[src/rtl/inv_sub_bytes_seq.sv]
// inv_sub_bytes_seq
//   Sequential AES InvSubBytes. A 128-bit state is accepted over a
//   valid/ready handshake. LANES bytes are replaced by their inverse S-box
//   value on each cycle, so one block takes N = 16/LANES cycles. The result
//   is then held until downstream accepts it.
//
//   Optional build macro INV_SBOX_FAULT_CHECK_EN:
//     Each lane's result is mapped back through a forward S-box and compared
//     against the original byte. Any mismatch sets a sticky per-block fault
//     flag. Without the macro, fault is constant 0. Data timing is the same
//     in both builds.
//
// Ports
//   clk        sole clock, rising edge
//   rst        synchronous active-high reset
//   in_valid   state_in valid
//   in_ready   block idle and able to accept
//   state_in   input state; byte 0 = [127:120], byte 15 = [7:0]
//   out_valid  state_out / fault valid
//   out_ready  downstream accepts result
//   state_out  substituted state, same byte order
//   fault      fault flag, qualified by out_valid
module inv_sub_bytes_seq #(
  parameter int LANES = 4
) (
  input  logic         clk,
  input  logic         rst,
  input  logic         in_valid,
  output logic         in_ready,
  input  logic [127:0] state_in,
  output logic         out_valid,
  input  logic         out_ready,
  output logic [127:0] state_out,
  output logic         fault
);

  localparam int N  = 16 / LANES;
  localparam int CW = (N > 1) ? $clog2(N) : 1;

  typedef enum logic [1:0] {IDLE, BUSY, DONE} state_t;

  state_t         state_q, state_d;
  logic [127:0]   w_q, w_d;
  logic [CW-1:0]  cnt_q, cnt_d;
  logic           fault_q, fault_d;

  logic [3:0]             base;
  logic [LANES-1:0][3:0]  lane_idx;
  logic [8*LANES-1:0]     old_bytes;
  logic [8*LANES-1:0]     sub_bytes;

  // GF(2^8) multiply modulo x^8+x^4+x^3+x+1
  function automatic logic [7:0] gf_mul(input logic [7:0] a, input logic [7:0] b);
    logic [7:0] p;
    logic [7:0] x;
    p = 8'h00;
    x = a;
    for (int i = 0; i < 8; i++) begin
      if (b[i]) p = p ^ x;
      x = {x[6:0], 1'b0} ^ (x[7] ? 8'h1b : 8'h00);
    end
    return p;
  endfunction

  // a^254 = a^-1 for a != 0. The product is naturally 0 for a == 0.
  function automatic logic [7:0] gf_inv(input logic [7:0] a);
    logic [7:0] r;
    logic [7:0] s;
    r = 8'h01;
    s = a;
    for (int i = 0; i < 7; i++) begin
      s = gf_mul(s, s);
      r = gf_mul(r, s);
    end
    return r;
  endfunction

  function automatic logic [7:0] rotl(input logic [7:0] v, input int n);
    return (v << n) | (v >> (8 - n));
  endfunction

  // Undo the forward affine map, then invert in the field
  function automatic logic [7:0] inv_sbox(input logic [7:0] a);
    return gf_inv(rotl(a, 1) ^ rotl(a, 3) ^ rotl(a, 6) ^ 8'h05);
  endfunction

`ifdef INV_SBOX_FAULT_CHECK_EN
  function automatic logic [7:0] fwd_sbox(input logic [7:0] a);
    logic [7:0] b;
    b = gf_inv(a);
    return b ^ rotl(b, 1) ^ rotl(b, 2) ^ rotl(b, 3) ^ rotl(b, 4) ^ 8'h63;
  endfunction

  logic [LANES-1:0] lane_err;
`endif

  // First byte index of the current chunk. With LANES=16 the product
  // truncates to 0, which is correct because cnt is always 0.
  assign base = 4'(cnt_q) * 4'(LANES);

  for (genvar gi = 0; gi < LANES; gi++) begin : g_lane
    assign lane_idx[gi] = base + 4'(gi);
    // Byte k lives at bit offset 8*(15-k); for a 4-bit k, 15-k == ~k
    assign old_bytes[8*gi +: 8] = w_q[{~lane_idx[gi], 3'b000} +: 8];
    assign sub_bytes[8*gi +: 8] = inv_sbox(old_bytes[8*gi +: 8]);
`ifdef INV_SBOX_FAULT_CHECK_EN
    assign lane_err[gi] = (fwd_sbox(sub_bytes[8*gi +: 8]) != old_bytes[8*gi +: 8]);
`endif
  end

  always_comb begin
    state_d = state_q;
    w_d     = w_q;
    cnt_d   = cnt_q;
    fault_d = fault_q;
    case (state_q)
      IDLE: begin
        if (in_valid) begin
          w_d     = state_in;
          cnt_d   = '0;
          fault_d = 1'b0;
          state_d = BUSY;
        end
      end
      BUSY: begin
        for (int l = 0; l < LANES; l++) begin
          w_d[{~lane_idx[l], 3'b000} +: 8] = sub_bytes[8*l +: 8];
        end
`ifdef INV_SBOX_FAULT_CHECK_EN
        fault_d = fault_q | (|lane_err);
`endif
        if (cnt_q == CW'(N - 1)) begin
          cnt_d   = '0;
          state_d = DONE;
        end else begin
          cnt_d = cnt_q + CW'(1);
        end
      end
      DONE: begin
        if (out_ready) state_d = IDLE;
      end
      default: state_d = IDLE;
    endcase
  end

  always_ff @(posedge clk) begin
    if (rst) begin
      state_q <= IDLE;
      w_q     <= '0;
      cnt_q   <= '0;
      fault_q <= 1'b0;
    end else begin
      state_q <= state_d;
      w_q     <= w_d;
      cnt_q   <= cnt_d;
      fault_q <= fault_d;
    end
  end

  // All handshake outputs decode registered state only
  assign in_ready  = (state_q == IDLE);
  assign out_valid = (state_q == DONE);
  assign state_out = w_q;
  assign fault     = fault_q;

endmodule

[config.mk]
export PLATFORM = sky130hd
export DESIGN_NAME = inv_sub_bytes_seq
export DESIGN_NICKNAME = d
export VERILOG_FILES = /design/src/rtl/inv_sub_bytes_seq.sv
export SDC_FILE = /design/constraint.sdc
export NUM_CORES = 2
export LEC_CHECK = 0
export CORE_UTILIZATION = 55
export CTS_CLUSTER_DIAMETER = 80
export CTS_CLUSTER_SIZE = 30
export DETAILED_ROUTE_END_ITERATION = 10
export PLACE_DENSITY = 0.8
export SYNTH_ARGS = -nofsm -noshare
export SYNTH_HDL_FRONTEND = slang
export SYNTH_SLANG_ARGS = --single-unit
[constraint.sdc]
create_clock -name clk -period 22.2 [get_ports clk]
set_input_delay 2.22 -clock clk [delete_from_list [all_inputs] [get_ports clk]]
set_output_delay 2.22 -clock clk [all_outputs]
set_load 0.05 [all_outputs]
==> flow_summary.json <==
{
  "die_w_microns": 343.0,
  "post_cts_buffers": 0,
  "synth.net_count": 8779,
  "fin_util": 0.5968,
  "reg2reg_to": "state_out[38]",
  "die-height_microns": 343.0,
  "antenna_found_initial": 5,
  "worstSetupPathType": "register to register",
  "port_buffers": 261,
  "synth_edf_count": 0,
  "h-tree-depth": 4,
  "post-route-period-util": 0.9083,
  "worst_pin_slew_ps": 1236,
  "fin_hold_ws_ps": 479.5,
  "ys_async_sr_fraction": 0,
  "skew_ps": 30.85,
  "cp_num_buf_inv": 5,
  "path_clk_slew_ps": 60,
  "final_nets": 8689,
  "syn_avg_cell_area_sq_um": 7.418,
  "syn_inst": 8622,
  "holdCritPathClass": "register to register",
  "crit_family": "XOR/XNOR gates",
  "worstPathArrival_ps": 20490,
  "std_cell_rows": 124,
  "end_kind": "register",
  "postRouteAntennaNets": 0,
  "start_util": 0.5571,
  "fin_crit_ps": 20160,
  "vias_per_cell": 6.377,
  "run_status": "complete, no violations",
  "drtIter0Drc": 7459,
  "drt_wl_total_microns": 205300,
  "drive_gt1_frac": 0.08250,
  "ctsResizeCount": 0,
  "layout_common_cells": "xnor2_1, nor2_1, nand2_1",
  "gp_congestion": 1.023,
  "rrSetupSlack_ps": 2040,
  "crit_cells": 53,
  "cts_root_buffer": "clkbuf_16",
  "grt_pass1_wl_microns": 321700,
  "synth_cell_types": 122,
  "drc": 0,
  "grt.total_usage": 0.3320,
  "fmax_ghz": 0.04959,
  "cts_sinks": 132,
  "io_pins": 263,
  "design_area_sq_um": 68510,
  "drv_cap": 0,
  "overflow": 0,
  "startpoint_type": "register",
  "slowest_stage": "xnor3_1",
  "fin_setup_tns_ps": 0,
  "maxSlewViolCount": 0,
  "cts.path.max_buffers": 2,
  "core_area_sq_um": 114800,
  "crit_top_cell": "xnor2_1",
  "num_vias": 64162,
  "synth_area_sq_um": 63960,
  "grt_start_max_net_pins": 81,
  "synthFlopType": "dfxtp_1",
  "dpl_cell_area_sq_um": 67910,
  "dp_hpwl_microns": 150300,
  "synthToLayoutAreaGrowth_pct": 7.123,
  "ys_warn_count": 0,
  "hold_viol": 0,
  "layout_commonest_cell": "xnor2_1",
  "fillers": 10330,
  "critPathLaunch": "cnt_q[1]",
  "numCtsBuffers": 17,
  "ys_seq_area_frac": 0.04132,
  "rsz0062_at_grt": "no",
  "required_ps": 22530,
  "setup_violations": 0,
  "worstReg2RegStart": "cnt_q[1]",
  "critPathMaxFanout": 27,
  "cpPeakStageDelay_ps": 860,
  "grt_pass1_vias": 58359,
  "avgRoutedWirePerCell_microns": 20.40,
  "die_area_sq_um": 117700,
  "cts_tree": "yes",
  "slew-limit-headroom": 0.1701,
  "clk_latency_ps": 490,
  "drtPass1Iterations": 6,
  "r2r_cells": 53,
  "ys_ff_latch": 132,
  "hold_buffers": 0,
  "critPathCapture": "state_out[38]"
}
-- kinds of logic after synthesis --
| family | Yosys count | share of synthesized area |
|---|---|---|
| and+or+nand+nor | 3084 | 0.2095 |
| xor gates and xnor gates | 2451 | 0.4448 |
| DFF | 132 | 0.04132 |
| buffers and inverters | 710 | 0.04836 |
| adders and majority gates | 35 | 0.006456 |
| muxes | 325 | 0.05947 |
| other | 1 | 0.00005863 |
| AOI/OAI and AO/OA | 1884 | 0.1900 |
-- metal layers --
layer | wire, microns | share of wire | GRT usage | up-vias
li1 | - | - | - | 29784
met1 | 83990 | 0.41 | 0.4562 | 30271
met2 | 92300 | 0.45 | 0.5237 | 3624
met3 | 22840 | 0.11 | 0.06100 | 479
met4 | 6137 | 0.030 | 0.1058 | 4
met5 | 27 | 0.00013 | 0 | -
-- worst min-delay path by stage --
| stage | from | to | slack (ps) | cells past startpoint |
|---|---|---|---|---|
| 2_1_floorplan | state_q[0] | state_q[0] | 660 | 3 |
| 3_3_place_gp | state_out[44] | state_out[44] | 460 | 2 |
| 3_5_place_dp | state_out[80] | state_out[80] | 470 | 2 |
| 4_1_cts | state_out[80] | state_out[80] | 480 | 2 |
| 5_1_grt | state_out[79] | state_out[79] | 500 | 2 |
| 6_report | state_out[44] | state_out[44] | 480 | 2 |
-- tightest hold or removal path, cell delays in order, from the launching register on --
cell	delay (ps)
dfxtp_1	320
nand2_1	60
a21oi_1	50
-- final cells by class --
type                    count  area, sq um  area share
multi-input cells        7780        58570      0.8549
repair buffers            505         4442     0.06483
flip-flops and latches    132         2648     0.03864
well taps                1512         1892     0.02761
clock buffers              17        425.4    0.006209
inverters                  96        360.3    0.005259
clock inverters            15        165.2    0.002411
diodes                      4        10.01   0.0001461
-- synthesized netlist by cell type (28+ instances only) --
master | n | share of area
and2_1 | 47 | 0.0046
buf_4 | 40 | 0.0047
xor2_2 | 34 | 0.0086
and3_1 | 74 | 0.0072
xor3_1 | 33 | 0.012
xnor2_1 | 1478 | 0.20
nor2b_1 | 61 | 0.0060
xnor3_2 | 34 | 0.013
or3_1 | 59 | 0.0058
o21ai_1 | 38 | 0.0030
inv_1 | 69 | 0.0040
nand4_1 | 29 | 0.0028
o21ai_0 | 425 | 0.033
clkbuf_1 | 381 | 0.022
o211ai_1 | 63 | 0.0074
nor3_1 | 229 | 0.018
o221ai_1 | 28 | 0.0038
o31ai_1 | 42 | 0.0049
mux2_2 | 51 | 0.0090
a21o_1 | 30 | 0.0035
a31oi_1 | 52 | 0.0051
mux4_2 | 38 | 0.013
nand2b_1 | 74 | 0.0072
o22ai_1 | 119 | 0.012
a211oi_1 | 80 | 0.0094
a221oi_1 | 42 | 0.0058
nor2_1 | 1240 | 0.073
a21oi_1 | 531 | 0.042
nand3_1 | 198 | 0.015
xnor2_2 | 95 | 0.024
mux2i_1 | 231 | 0.036
buf_2 | 137 | 0.011
a22oi_1 | 79 | 0.0093
dfxtp_1 | 132 | 0.041
xor2_1 | 423 | 0.058
buf_1 | 41 | 0.0024
xnor3_1 | 324 | 0.11
nand2_1 | 953 | 0.056
-- flip-flops by register name, indices dropped and copies added (netlist names) --
register / cells
state_out: 128
cnt_q: 2
state_q: 2
-- stage by stage --
stage | worst slack (ps) | instances
finish | 2035 | 10061
global route | 884.4 | 10059
global placement | 2950 | 10025
detailed placement | 2429 | 10025
floorplan | 5563 | 8622
CTS | 2363 | 10057
Power is left out: the tool's default activity adds up to more than one toggle a clock period on the data nets, which glitch-free logic cannot reach.
